File: src/rtl/sa_raddr_arbiter_pkg.sv
// -----------------------------------------------------------------------------
// sa_raddr_arbiter_pkg
// Shared definitions for the slave-side read-address arbiter:
//   - arb_state_e  : arbiter FSM states (IDLE, ISSUE)
//   - idx_w()      : width of a master index, never narrower than one bit
//   - pack_slv_id(): builds the slave-side ID {mst_idx, mst_id}
// No ports (package).
// -----------------------------------------------------------------------------
package sa_raddr_arbiter_pkg;

   typedef enum logic {
      IDLE  = 1'b0,
      ISSUE = 1'b1
   } arb_state_e;

   function automatic int unsigned idx_w(input int unsigned n);
      return (n > 1) ? $clog2(n) : 1;
   endfunction

   // Result is wide; callers keep the low TRANS_SLV_ID_W bits.
   function automatic logic [63:0] pack_slv_id(input logic [31:0] mst_idx,
                                               input logic [31:0] mst_id,
                                               input int unsigned mst_id_w);
      return ({32'd0, mst_idx} << mst_id_w) | {32'd0, mst_id};
   endfunction

endpackage

File: src/rtl/sa_raddr_arbiter_if.sv
// -----------------------------------------------------------------------------
// sa_raddr_arbiter_if
// Bundles the dispatcher AR requests, the shared slave AR port and the
// ordering sideband towards sa_RDATA_channel. Signal suffixes are written
// from the arbiter's point of view.
//   modport slave  : the arbiter itself
//   modport master : the surrounding fabric (dispatchers, slave, RDATA channel)
// Signals:
//   dsp_ARID_i/ARADDR_i/ARLEN_i/ARVALID_i  per-master request, master i at slice i
//   dsp_ARREADY_o                          per-master ready, one-hot or zero
//   s_ARID_o/ARADDR_o/ARLEN_o/ARVALID_o    registered request to the slave
//   s_ARREADY_i                            slave ready
//   s_RLAST_hs_i                           one read retired at the slave
//   AR_AxID_o/AR_crossing_flag_o/AR_shift_en_o  ordering FIFO push
//   AR_stall_i                             ordering FIFO full
// -----------------------------------------------------------------------------
interface sa_raddr_arbiter_if
   import sa_raddr_arbiter_pkg::*;
#(
   parameter int MST_AMT        = 3,
   parameter int ADDR_WIDTH     = 32,
   parameter int LEN_WIDTH      = 8,
   parameter int TRANS_MST_ID_W = 5
);
   localparam int MST_ID_W       = idx_w(MST_AMT);
   localparam int TRANS_SLV_ID_W = TRANS_MST_ID_W + MST_ID_W;

   logic [TRANS_MST_ID_W*MST_AMT-1:0] dsp_ARID_i;
   logic [ADDR_WIDTH*MST_AMT-1:0]     dsp_ARADDR_i;
   logic [LEN_WIDTH*MST_AMT-1:0]      dsp_ARLEN_i;
   logic [MST_AMT-1:0]                dsp_ARVALID_i;
   logic [MST_AMT-1:0]                dsp_ARREADY_o;

   logic [TRANS_SLV_ID_W-1:0]         s_ARID_o;
   logic [ADDR_WIDTH-1:0]             s_ARADDR_o;
   logic [LEN_WIDTH-1:0]              s_ARLEN_o;
   logic                              s_ARVALID_o;
   logic                              s_ARREADY_i;
   logic                              s_RLAST_hs_i;

   logic [TRANS_SLV_ID_W-1:0]         AR_AxID_o;
   logic                              AR_crossing_flag_o;
   logic                              AR_shift_en_o;
   logic                              AR_stall_i;

   modport slave (
      input  dsp_ARID_i, dsp_ARADDR_i, dsp_ARLEN_i, dsp_ARVALID_i,
      output dsp_ARREADY_o,
      output s_ARID_o, s_ARADDR_o, s_ARLEN_o, s_ARVALID_o,
      input  s_ARREADY_i, s_RLAST_hs_i,
      output AR_AxID_o, AR_crossing_flag_o, AR_shift_en_o,
      input  AR_stall_i
   );

   modport master (
      output dsp_ARID_i, dsp_ARADDR_i, dsp_ARLEN_i, dsp_ARVALID_i,
      input  dsp_ARREADY_o,
      input  s_ARID_o, s_ARADDR_o, s_ARLEN_o, s_ARVALID_o,
      output s_ARREADY_i, s_RLAST_hs_i,
      input  AR_AxID_o, AR_crossing_flag_o, AR_shift_en_o,
      output AR_stall_i
   );

endinterface

File: src/rtl/sa_raddr_arbiter_rr.sv
// -----------------------------------------------------------------------------
// sa_raddr_arbiter_rr
// Combinational round-robin picker: the winner is the first asserted request
// found searching upward from ptr_i, wrapping from MST_AMT-1 back to 0.
// Ports:
//   req_i  in  MST_AMT   request vector
//   ptr_i  in  MST_ID_W  highest-priority index
//   gnt_o  out MST_AMT   one-hot winner (zero when no request)
//   idx_o  out MST_ID_W  binary winner index
//   any_o  out 1         at least one request
// -----------------------------------------------------------------------------
module sa_raddr_arbiter_rr #(
   parameter int MST_AMT  = 3,
   parameter int MST_ID_W = 2
) (
   input  logic [MST_AMT-1:0]  req_i,
   input  logic [MST_ID_W-1:0] ptr_i,
   output logic [MST_AMT-1:0]  gnt_o,
   output logic [MST_ID_W-1:0] idx_o,
   output logic                any_o
);

   int cand;

   always_comb begin
      gnt_o = '0;
      idx_o = '0;
      any_o = 1'b0;
      cand  = 0;
      for (int k = 0; k < MST_AMT; k++) begin
         cand = int'(ptr_i) + k;
         if (cand >= MST_AMT) cand = cand - MST_AMT;
         if (!any_o && req_i[cand]) begin
            any_o       = 1'b1;
            gnt_o[cand] = 1'b1;
            idx_o       = MST_ID_W'(cand);
         end
      end
   end

endmodule

File: src/rtl/sa_raddr_arbiter.sv
// -----------------------------------------------------------------------------
// sa_raddr_arbiter
// Shares one slave AR port among MST_AMT dispatchers with round-robin
// priority. The winning request is registered and presented to the slave with
// its ID widened to {mst_idx, ARID}. At most OUTSTANDING_AMT reads may be
// issued and not yet retired. Each slave handshake pushes the ordering
// sideband (ID, crossing flag) to sa_RDATA_channel, whose full flag
// (AR_stall_i) blocks new grants but never a request already presented.
// Ports:
//   ACLK_i     in  clock
//   ARESETn_i  in  asynchronous reset, active low
//   bus        sa_raddr_arbiter_if.slave (request, slave port, sideband)
// -----------------------------------------------------------------------------
module sa_raddr_arbiter
   import sa_raddr_arbiter_pkg::*;
#(
   parameter int MST_AMT         = 3,
   parameter int OUTSTANDING_AMT = 8,
   parameter int ADDR_WIDTH      = 32,
   parameter int LEN_WIDTH       = 8,
   parameter int TRANS_MST_ID_W  = 5
) (
   input  logic              ACLK_i,
   input  logic              ARESETn_i,
   sa_raddr_arbiter_if.slave bus
);

   localparam int MST_ID_W       = idx_w(MST_AMT);
   localparam int TRANS_SLV_ID_W = TRANS_MST_ID_W + MST_ID_W;
   localparam int CNT_W          = $clog2(OUTSTANDING_AMT + 1);

   arb_state_e                state_q, state_d;
   logic                      s_arvalid_q, s_arvalid_d;
   logic [TRANS_SLV_ID_W-1:0] id_q, id_d;
   logic [ADDR_WIDTH-1:0]     addr_q, addr_d;
   logic [LEN_WIDTH-1:0]      len_q, len_d;
   logic [MST_ID_W-1:0]       rr_ptr_q, rr_ptr_d;
   logic [MST_ID_W-1:0]       last_mst_q, last_mst_d;
   logic [CNT_W-1:0]          out_cnt_q, out_cnt_d;

   logic [MST_AMT-1:0]        win_gnt;
   logic [MST_ID_W-1:0]       win_idx;
   logic                      win_any;
   logic                      can_grant;
   logic                      hs;
   logic                      retire;
   logic [MST_ID_W-1:0]       iss_idx;
   logic [63:0]               packed_id;

   sa_raddr_arbiter_rr #(
      .MST_AMT  (MST_AMT),
      .MST_ID_W (MST_ID_W)
   ) u_rr (
      .req_i (bus.dsp_ARVALID_i),
      .ptr_i (rr_ptr_q),
      .gnt_o (win_gnt),
      .idx_o (win_idx),
      .any_o (win_any)
   );

   // Reset gating keeps ARREADY low while reset is held even if requests are up.
   assign can_grant = ARESETn_i && (state_q == IDLE) && win_any && !bus.AR_stall_i &&
                      (out_cnt_q < CNT_W'(OUTSTANDING_AMT));
   assign hs        = s_arvalid_q & bus.s_ARREADY_i;
   assign iss_idx   = id_q[TRANS_SLV_ID_W-1 -: MST_ID_W];
   // A retire with nothing outstanding is spurious and dropped.
   assign retire    = bus.s_RLAST_hs_i & (out_cnt_q != '0);

   always_ff @(posedge ACLK_i or negedge ARESETn_i) begin
      if (!ARESETn_i) begin
         state_q     <= IDLE;
         s_arvalid_q <= 1'b0;
         id_q        <= '0;
         addr_q      <= '0;
         len_q       <= '0;
         rr_ptr_q    <= '0;
         last_mst_q  <= '0;
         out_cnt_q   <= '0;
      end else begin
         state_q     <= state_d;
         s_arvalid_q <= s_arvalid_d;
         id_q        <= id_d;
         addr_q      <= addr_d;
         len_q       <= len_d;
         rr_ptr_q    <= rr_ptr_d;
         last_mst_q  <= last_mst_d;
         out_cnt_q   <= out_cnt_d;
      end
   end

   always_comb begin
      state_d     = state_q;
      s_arvalid_d = s_arvalid_q;
      id_d        = id_q;
      addr_d      = addr_q;
      len_d       = len_q;
      rr_ptr_d    = rr_ptr_q;
      last_mst_d  = last_mst_q;
      packed_id   = pack_slv_id(32'(win_idx),
                                32'(bus.dsp_ARID_i[int'(win_idx)*TRANS_MST_ID_W +: TRANS_MST_ID_W]),
                                TRANS_MST_ID_W);
      case (state_q)
         IDLE: begin
            if (can_grant) begin
               state_d     = ISSUE;
               s_arvalid_d = 1'b1;
               id_d        = packed_id[TRANS_SLV_ID_W-1:0];
               addr_d      = bus.dsp_ARADDR_i[int'(win_idx)*ADDR_WIDTH +: ADDR_WIDTH];
               len_d       = bus.dsp_ARLEN_i[int'(win_idx)*LEN_WIDTH +: LEN_WIDTH];
            end
         end
         ISSUE: begin
            if (hs) begin
               state_d     = IDLE;
               s_arvalid_d = 1'b0;
               last_mst_d  = iss_idx;
               // Priority moves to the master after the one just served.
               rr_ptr_d    = (iss_idx == MST_ID_W'(MST_AMT - 1)) ? '0 : iss_idx + 1'b1;
            end
         end
         default: state_d = IDLE;
      endcase
   end

   always_comb begin
      out_cnt_d = out_cnt_q;
      if (hs && !retire)      out_cnt_d = out_cnt_q + 1'b1;
      else if (!hs && retire) out_cnt_d = out_cnt_q - 1'b1;
   end

   assign bus.dsp_ARREADY_o      = can_grant ? win_gnt : '0;
   assign bus.s_ARID_o           = id_q;
   assign bus.s_ARADDR_o         = addr_q;
   assign bus.s_ARLEN_o          = len_q;
   assign bus.s_ARVALID_o        = s_arvalid_q;
   assign bus.AR_shift_en_o      = hs;
   assign bus.AR_AxID_o          = hs ? id_q : '0;
   assign bus.AR_crossing_flag_o = hs & (out_cnt_q != '0) & (iss_idx != last_mst_q);

endmodule

File: src/flat_wrapper.sv
// flat-port wrapper written by rule: the top's interface ports become plain ports
module sa_raddr_arbiter_flat import sa_raddr_arbiter_pkg::*;
#(
   parameter int MST_AMT         = 3,
   parameter int OUTSTANDING_AMT = 8,
   parameter int ADDR_WIDTH      = 32,
   parameter int LEN_WIDTH       = 8,
   parameter int TRANS_MST_ID_W  = 5
)
  (ACLK_i, ARESETn_i, bus_dsp_ARID_i, bus_dsp_ARADDR_i, bus_dsp_ARLEN_i, bus_dsp_ARVALID_i, bus_dsp_ARREADY_o, bus_s_ARID_o, bus_s_ARADDR_o, bus_s_ARLEN_o, bus_s_ARVALID_o, bus_s_ARREADY_i, bus_s_RLAST_hs_i, bus_AR_AxID_o, bus_AR_crossing_flag_o, bus_AR_shift_en_o, bus_AR_stall_i);
  sa_raddr_arbiter_if #(.MST_AMT(MST_AMT), .ADDR_WIDTH(ADDR_WIDTH), .LEN_WIDTH(LEN_WIDTH), .TRANS_MST_ID_W(TRANS_MST_ID_W)) bus_i ();
  input  logic ACLK_i;
  input  logic ARESETn_i;
  input wire logic [$bits(bus_i.dsp_ARID_i)-1:0] bus_dsp_ARID_i;
  input wire logic [$bits(bus_i.dsp_ARADDR_i)-1:0] bus_dsp_ARADDR_i;
  input wire logic [$bits(bus_i.dsp_ARLEN_i)-1:0] bus_dsp_ARLEN_i;
  input wire logic [$bits(bus_i.dsp_ARVALID_i)-1:0] bus_dsp_ARVALID_i;
  output wire logic [$bits(bus_i.dsp_ARREADY_o)-1:0] bus_dsp_ARREADY_o;
  output wire logic [$bits(bus_i.s_ARID_o)-1:0] bus_s_ARID_o;
  output wire logic [$bits(bus_i.s_ARADDR_o)-1:0] bus_s_ARADDR_o;
  output wire logic [$bits(bus_i.s_ARLEN_o)-1:0] bus_s_ARLEN_o;
  output wire logic [$bits(bus_i.s_ARVALID_o)-1:0] bus_s_ARVALID_o;
  input wire logic [$bits(bus_i.s_ARREADY_i)-1:0] bus_s_ARREADY_i;
  input wire logic [$bits(bus_i.s_RLAST_hs_i)-1:0] bus_s_RLAST_hs_i;
  output wire logic [$bits(bus_i.AR_AxID_o)-1:0] bus_AR_AxID_o;
  output wire logic [$bits(bus_i.AR_crossing_flag_o)-1:0] bus_AR_crossing_flag_o;
  output wire logic [$bits(bus_i.AR_shift_en_o)-1:0] bus_AR_shift_en_o;
  input wire logic [$bits(bus_i.AR_stall_i)-1:0] bus_AR_stall_i;
  assign bus_i.dsp_ARID_i = bus_dsp_ARID_i;
  assign bus_i.dsp_ARADDR_i = bus_dsp_ARADDR_i;
  assign bus_i.dsp_ARLEN_i = bus_dsp_ARLEN_i;
  assign bus_i.dsp_ARVALID_i = bus_dsp_ARVALID_i;
  assign bus_dsp_ARREADY_o = bus_i.dsp_ARREADY_o;
  assign bus_s_ARID_o = bus_i.s_ARID_o;
  assign bus_s_ARADDR_o = bus_i.s_ARADDR_o;
  assign bus_s_ARLEN_o = bus_i.s_ARLEN_o;
  assign bus_s_ARVALID_o = bus_i.s_ARVALID_o;
  assign bus_i.s_ARREADY_i = bus_s_ARREADY_i;
  assign bus_i.s_RLAST_hs_i = bus_s_RLAST_hs_i;
  assign bus_AR_AxID_o = bus_i.AR_AxID_o;
  assign bus_AR_crossing_flag_o = bus_i.AR_crossing_flag_o;
  assign bus_AR_shift_en_o = bus_i.AR_shift_en_o;
  assign bus_i.AR_stall_i = bus_AR_stall_i;
  sa_raddr_arbiter #(.MST_AMT(MST_AMT), .OUTSTANDING_AMT(OUTSTANDING_AMT), .ADDR_WIDTH(ADDR_WIDTH), .LEN_WIDTH(LEN_WIDTH), .TRANS_MST_ID_W(TRANS_MST_ID_W)) u_core (.ACLK_i(ACLK_i), .ARESETn_i(ARESETn_i), .bus(bus_i));
endmodule
File: config.mk
export PLATFORM = sky130hd
export DESIGN_NAME = sa_raddr_arbiter_flat
export DESIGN_NICKNAME = d
export VERILOG_FILES = /design/src/rtl/sa_raddr_arbiter_pkg.sv /design/src/rtl/sa_raddr_arbiter_if.sv /design/src/rtl/sa_raddr_arbiter_rr.sv /design/src/rtl/sa_raddr_arbiter.sv /design/src/flat_wrapper.sv
export SDC_FILE = /design/constraint.sdc
export NUM_CORES = 1
export LEC_CHECK = 0
export BUFFER_PORTS_ARGS = -buffer_cell sky130_fd_sc_hd__buf_2
export CORE_MARGIN = 4
export CORE_UTILIZATION = 45
export CTS_CLUSTER_DIAMETER = 40
export DETAILED_ROUTE_END_ITERATION = 6
export PLACE_DENSITY = 0.81
export SLEW_MARGIN = 40
export SYNTH_ARGS = -nofsm -noshare
export SYNTH_HDL_FRONTEND = slang
export SYNTH_SLANG_ARGS = --single-unit
File: constraint.sdc
create_clock -name ACLK_i -period 2.5 [get_ports ACLK_i]
set_input_delay 0.125 -clock ACLK_i [delete_from_list [all_inputs] [get_ports ACLK_i]]
set_output_delay 0.125 -clock ACLK_i [all_outputs]
set_load 0.01 [all_outputs]
==> flow_metrics.env, run 1 <==
export IMPL_status="finished, final reports clean"
export IMPL_antenna_found_initial=0
export IMPL_fp_row_count=32
export IMPL_max_freq_ghz=0.402
export IMPL_nNetsFinal=771
export IMPL_die_height_um=98.1
export IMPL_fin_crit_sh_pct=99.4
export IMPL_grt_use_total_pct=25.0
export IMPL_dp_hpwl_mm=9.09
export IMPL_cp_common_cell="buf_4"
export IMPL_ant_nets=0
export IMPL_drt_iter0_drc=144
export IMPL_insertion_delay_ns=0.33
export IMPL_regToRegStartpoint="u_core.rr_ptr_q[0]"
export IMPL_hold_path_class="in2reg"
export IMPL_antennaDiodeCount=0
export IMPL_gp_congestion=0.922
export IMPL_maxSlewViolCount=0
export IMPL_die_area_um2=9620
export IMPL_grt_pass1_vias=4093
export IMPL_layout_commonest_cell="buf_2"
export IMPL_cts_sinks=57
export IMPL_slowest_delay_ns=0.44
export IMPL_critPathRequiredTime_ns=2.71
export IMPL_crit_start="u_core.rr_ptr_q[0]"
export IMPL_root_buffer="clkbuf_8"
export IMPL_avgRoutedWirePerCell_um=17.1
export IMPL_area_growth_syn_to_layout_pct=42.6
export IMPL_io_buffers=202
export IMPL_power_density_nw_per_um2=1360
export IMPL_fin_crit_ns=2.49
export IMPL_worst_pin_slew_ns=0.728
export IMPL_synthCells=419
export IMPL_cts_tree="yes"
export IMPL_max_cap_viol_count=0
export IMPL_synth_area_per_cell_um2=8.71
export IMPL_worstPathArrival_ns=2.70
export IMPL_total_power_w=0.00706
export IMPL_hp_start="bus_dsp_ARLEN_i[23]"
export IMPL_crit_fanout=12
export IMPL_cts_inserted_buffers=9
export IMPL_grt_max_degree=58
export IMPL_htreeDepth=3
export IMPL_drive_above_1_share_pct=42.6
export IMPL_seq_area_frac_synth_pct=39.1
export IMPL_crit_buf_inv=3
export IMPL_route_detailed_drc=0
export IMPL_p_leak_nw=2.71
export IMPL_grt_first_pass_wirelength_mm=19.8
export IMPL_layout_cells_non_filler=727
export IMPL_crit_slowest_cell="dfrtp_2"
export IMPL_ys_seq_elements=57
export IMPL_placedCellCount=705
export IMPL_start_kind="flip-flop"
export IMPL_max_slew_margin_pct=51.4
export IMPL_hold_viol=0
export IMPL_first_pass_iters=5
export IMPL_criticalPathCategory="reg2reg"
export IMPL_totalWireLength_mm=12.4
export IMPL_pin_count=203
export IMPL_avgViaCountPerCell=5.61
export IMPL_ir_worst_vdd_v=0.000801
export IMPL_setup_violations=0
export IMPL_cpLargestDelayFamily="simple AND/OR/NAND/NOR gates"
export IMPL_yosysWarnings=0
export IMPL_vias=4081
export IMPL_fp_dieW_um=98.1
export IMPL_cp_cell_sequence="buf_4, ha_1, nor2b_1, mux2_4, nand2b_4, buf_8, buf_4, and3_1, a211oi_1, o31ai_1"
export IMPL_synth_fp_nets=570
export IMPL_yosys_cell_types_count=38
export IMPL_clk_path_buf_depth=2
export IMPL_mappedNetlistArea_um2=3650
export IMPL_coreArea_um2=7810
export IMPL_critPathCaptureType="flip-flop"
export IMPL_start_util_pct=46.8
export IMPL_clk_pin_slew_worst_paths_ns=0.07
export IMPL_final_cell_mix="buf_2, nand2_1, dfrtp_1, and3_1, a21oi_1"
export IMPL_overflow=0
export IMPL_finClkSkew_ns=0.00522
## layout make-up
| cell class | count | area (µm²) |
|---|---|---|
| tap | 102 | 128 |
| sequential | 57 | 1430 |
| clock buffer | 14 | 183 |
| fill | 681 | 2600 |
| timing repair buffer | 229 | 1330 |
| multi-input combinational | 317 | 2100 |
| inverter | 6 | 22.5 |
| clock inverter | 2 | 10.0 |
## tightest hold or removal path, stage by stage
cell     delay [ns]
buf_2          0.10
a21oi_1        0.11
o31ai_1        0.07
## power by group
group          switching [W]  internal, W
registers           0.000321      0.00135
logic                0.00258      0.00198
clock network       0.000359     0.000465
total                0.00326      0.00380
## per-layer routing
| layer | up-vias | GRT usage, % | wire length (µm) |
|---|---|---|---|
| met4 | 0 | 10.9 | 251 |
| li1 | 1963 | - | - |
| met2 | 163 | 42.6 | 6460 |
| met3 | 24 | 4.21 | 716 |
| met1 | 1931 | 31.3 | 5000 |
| met5 | - | 0 | 0 |
## stage by stage
stage               TNS, ns  area [µm²]  util (%)  worst slack [ns]  hold WS [ns]
finish                    0        5210      66.7            0.0149        0.0997
global route         -0.247        5210      66.7           -0.0645         0.104
CTS                       0        5150      65.9           0.00528        0.0888
detailed placement        0        4880      62.6            0.0805         0.329
global placement          0        4880      62.6             0.127         0.320
floorplan                 0        3650         -             0.257        -0.171
## synthesized netlist by cell type, drive strengths merged
library cell / instances / area share (%)
nor2b: 2 / 0.34
a221oi: 1 / 0.24
mux2: 5 / 1.5
o21ai: 10 / 1.6
nor2: 7 / 0.72
xnor2: 5 / 1.2
dfrtp: 57 / 39
a211oi: 47 / 9.8
nor4: 1 / 0.17
clkbuf: 22 / 2.4
a21oi: 50 / 6.9
or4: 1 / 0.21
nand2b: 4 / 0.69
o21a: 1 / 0.21
and3b: 1 / 0.24
o221ai: 1 / 0.41
o31ai: 47 / 10
nor4b: 1 / 0.24
mux2i: 3 / 0.82
a211o: 1 / 0.24
nand2: 61 / 6.3
buf: 17 / 2.6
xor2: 1 / 0.24
ha: 7 / 2.4
and3: 52 / 8.9
a21boi: 2 / 0.41
inv: 6 / 0.62
a21o: 1 / 0.21
nor3: 1 / 0.14
o21bai: 1 / 0.21
fa: 1 / 0.55
nand3b: 2 / 0.41
## kinds of logic (layout without fill, tap and decap cells)
family                     Yosys count  in the layout  share of synthesized area [%]
DFF                                 57             57                           39.1
muxes                                8              8                           2.36
xor gates and xnor gates             6              6                           1.44
adders and majority gates            8              8                           2.95
and+or+nand+nor                    133            133                           18.4
buffers and inverters               45            251                           5.59
AOI/OAI and AO/OA                  162            162                           30.2
## worst paths after layout
kind / to / slack (ns) / cells past startpoint
worst min register to register: u_core.bus.s_ARADDR_o[28] / 0.47 / 2
worst max-delay path: u_core.bus.s_ARID_o[4] / 0.01 / 10
worst min-delay path: u_core.bus.s_ARLEN_o[7] / 0.1 / 3
min in group asynchronous: u_core.out_cnt_q[0] / 0.47 / 3
worst max register to register: u_core.bus.s_ARID_o[4] / 0.01 / 10
max in group asynchronous: u_core.rr_ptr_q[0] / 1.52 / 3
## registers in the layout (all words and copies together), names as in the netlist
name and count:
u_core.bus.s_ARID_o 7, u_core.last_mst_q 2, u_core.bus.s_ARADDR_o 32, u_core.state_q 1
u_core.out_cnt_q 4, u_core.bus.s_ARLEN_o 8, u_core.bus.s_ARVALID_o 1, u_core.rr_ptr_q 2
## repair_timing
item                                    CTS  global route
resized for setup                         8            13
endpoints found under the hold margin    57             0
buffers inserted                          3             2
pin swaps                                 1             0
hold buffers                              1             0
endpoints found under the setup margin    3            48
No activity file was read; power rests on OpenSTA's default activity.
==> run 2, diff against run 1 <==
CORE_UTILIZATION = 41   (was 45)
PLACE_DENSITY = 0.78   (was 0.81)
TNS_END_PERCENT = 5   (was not set)
clock period = 2.1 ns   (was 2.5 ns; I/O delays follow)
==> run 2 against run 1 <==
- the flow now finishes with violations (setup timing)
- clock-buffer cell count fell by 2
- hold slack got worse by 0.0013 ns
- setup slack got worse by 0.32 ns
- sequential share of layout area fell by 2.8 points
- design area rose by 11%
- clock skew rose by 0.0037 ns
- die area rose by 8.9%
- highest routed layer unchanged
- critical path depth did not move
- via count rose by 2.9%
- largest power group unchanged
- final cell count rose by 4.5%
==> flow_metrics.env, run 2 (same netlist as run 1, synthesis figures left out) <==
export IMPL_status="finished, violations left"
export IMPL_violations="setup timing"
export IMPL_fin_crit_ns=2.41
export IMPL_crit_fanout=6
export IMPL_max_slew_margin_pct=76.5
export IMPL_critPathCaptureType="primary output"
export IMPL_criticalPathCategory="reg2out"
export IMPL_p_leak_nw=2.93
export IMPL_setup_violations=53
export IMPL_rsz0062_at_grt="yes"
export IMPL_antenna_found_initial=0
export IMPL_critPathRequiredTime_ns=2.00
export IMPL_hp_start="bus_dsp_ARADDR_i[83]"
export IMPL_fp_row_count=34
export IMPL_worstPathArrival_ns=2.30
export IMPL_pin_count=203
export IMPL_fin_crit_sh_pct=115
export IMPL_root_buffer="clkbuf_8"
export IMPL_ir_worst_vdd_v=0.000842
export IMPL_fp_dieW_um=102
export IMPL_start_kind="flip-flop"
export IMPL_worst_pin_slew_ns=0.352
export IMPL_fillCellCount=699
export IMPL_finClkSkew_ns=0.00895
export IMPL_maxSlewViolCount=0
export IMPL_avgViaCountPerCell=5.53
export IMPL_power_density_nw_per_um2=1680
export IMPL_overflow=0
export IMPL_grt_first_pass_wirelength_mm=20.0
export IMPL_area_growth_syn_to_layout_pct=58.7
export IMPL_io_buffers=202
export IMPL_drt_iter0_drc=161
export IMPL_route_detailed_drc=0
export IMPL_start_util_pct=42.1
export IMPL_first_pass_iters=4
export IMPL_nNetsFinal=799
export IMPL_avgRoutedWirePerCell_um=17.3
export IMPL_totalWireLength_mm=13.1
export IMPL_max_cap_viol_count=0
export IMPL_final_cell_mix="buf_2, nand2_1, dfrtp_1, and3_1, a21oi_1"
export IMPL_clk_pin_slew_worst_paths_ns=0.07
export IMPL_antennaDiodeCount=0
export IMPL_max_freq_ghz=0.415
export IMPL_die_area_um2=10500
export IMPL_grt_pass1_vias=4251
export IMPL_insertion_delay_ns=0.33
export IMPL_clk_path_buf_depth=2
export IMPL_r2r_setup_slack_ns=-0.21
export IMPL_cts_sinks=57
export IMPL_coreArea_um2=8680
export IMPL_htreeDepth=3
export IMPL_fin_tns_setup_ns=-9.04
export IMPL_dp_hpwl_mm=9.58
export IMPL_hold_viol=0
export IMPL_drive_above_1_share_pct=52.8
export IMPL_largest_reg_flops=32
export IMPL_post_route_util_pct=66.8
export IMPL_cts_inserted_buffers=9
export IMPL_gp_congestion=0.849
export IMPL_crit_start="u_core.rr_ptr_q[0]"
export IMPL_ant_nets=0
export IMPL_hold_path_class="in2reg"
export IMPL_cts_tree="yes"
export IMPL_holdWs_ns=0.0983
export IMPL_regToRegStartpoint="u_core.rr_ptr_q[0]"
export IMPL_layout_commonest_cell="buf_2"
export IMPL_die_height_um=102
export IMPL_grt_use_total_pct=24.5
export IMPL_grt_max_degree=58
export IMPL_vias=4200
export IMPL_worst_slack_ns=-0.310
export IMPL_post_place_ws_ns=-0.197
## run 2: cell count changes in the layout (fill, tap and decap cells not counted), moves of 3 or more
cell,previous run,this run
and3_1,52,49
o21ai_0,7,3
buf_12,8,14
a211oi_1,46,5
buf_4,15,36
and3_4,0,3
buf_6,2,5
a211oi_2,1,42
## run 2: report_power, final
| group | total (W) | leakage (nW) | switching, W | internal (W) |
|---|---|---|---|---|
| registers | 0.00195 | 0.713 | 0.000343 | 0.00161 |
| clock network | 0.00104 | 0.102 | 0.000438 | 0.000603 |
| logic | 0.00672 | 2.12 | 0.00360 | 0.00312 |
## run 2: worst paths after layout
| kind | cells past startpoint | to |
|---|---|---|
| min in group asynchronous | 3 | u_core.last_mst_q[0] |
| hold / removal | 3 | u_core.bus.s_ARADDR_o[19] |
| max in group asynchronous | 4 | u_core.bus.s_ARADDR_o[29] |
| setup / recovery | 10 | bus_dsp_ARREADY_o[0] |
| setup reg to reg | 9 | u_core.bus.s_ARADDR_o[4] |
| hold reg to reg | 2 | u_core.bus.s_ARLEN_o[1] |
## run 2: area by class of cell
| class | instances | area (µm²) | share of cell area [%] |
|---|---|---|---|
| clock buffer | 12 | 155 | 2.68 |
| clock inverter | 3 | 40.0 | 0.691 |
| inverter | 6 | 22.5 | 0.389 |
| multi-input combinational | 317 | 2390 | 41.3 |
| sequential | 57 | 1430 | 24.7 |
| tap | 108 | 135 | 2.33 |
| timing repair buffer | 257 | 1620 | 28.0 |
## run 2: timing repair
action,4_1_cts,5_1_grt
hold endpoints to repair,51,0
hold buffers,1,0
gates cloned,0,0
pin swaps,8,4
buffers inserted,7,1
resized for setup,21,9
setup endpoints to repair,55,55
## run 2: layer usage
metal	part of all wire [%]	vias to the layer above	global-route usage, %
met5	0	-	0
met4	2.2	0	9.69
met3	7.9	24	6.83
met2	50	193	42.4
met1	39	1959	28.7
li1	-	2024	-
## run 2: critical path, stage by stage (launching register included)
cell	delay, ns
dfrtp_2	0.45
inv_2	0.09
ha_4	0.22
buf_6	0.13
nand3b_1	0.19
o21ai_4	0.11
buf_6	0.15
o31ai_4	0.08
buf_12	0.14
nor3_2	0.22
buf_2	0.17
## run 2: stage by stage
| step | std cells | instance area (µm²) | power (W) |
|---|---|---|---|
| after floorplan | 419 | 4060 | 0.00632 |
| after global placement | 736 | 5420 | 0.00815 |
| after detailed placement | 736 | 5420 | 0.00838 |
| after CTS | 758 | 5750 | 0.00966 |
| after global routing | 760 | 5800 | 0.0104 |
| final | 760 | 5800 | 0.00972 |
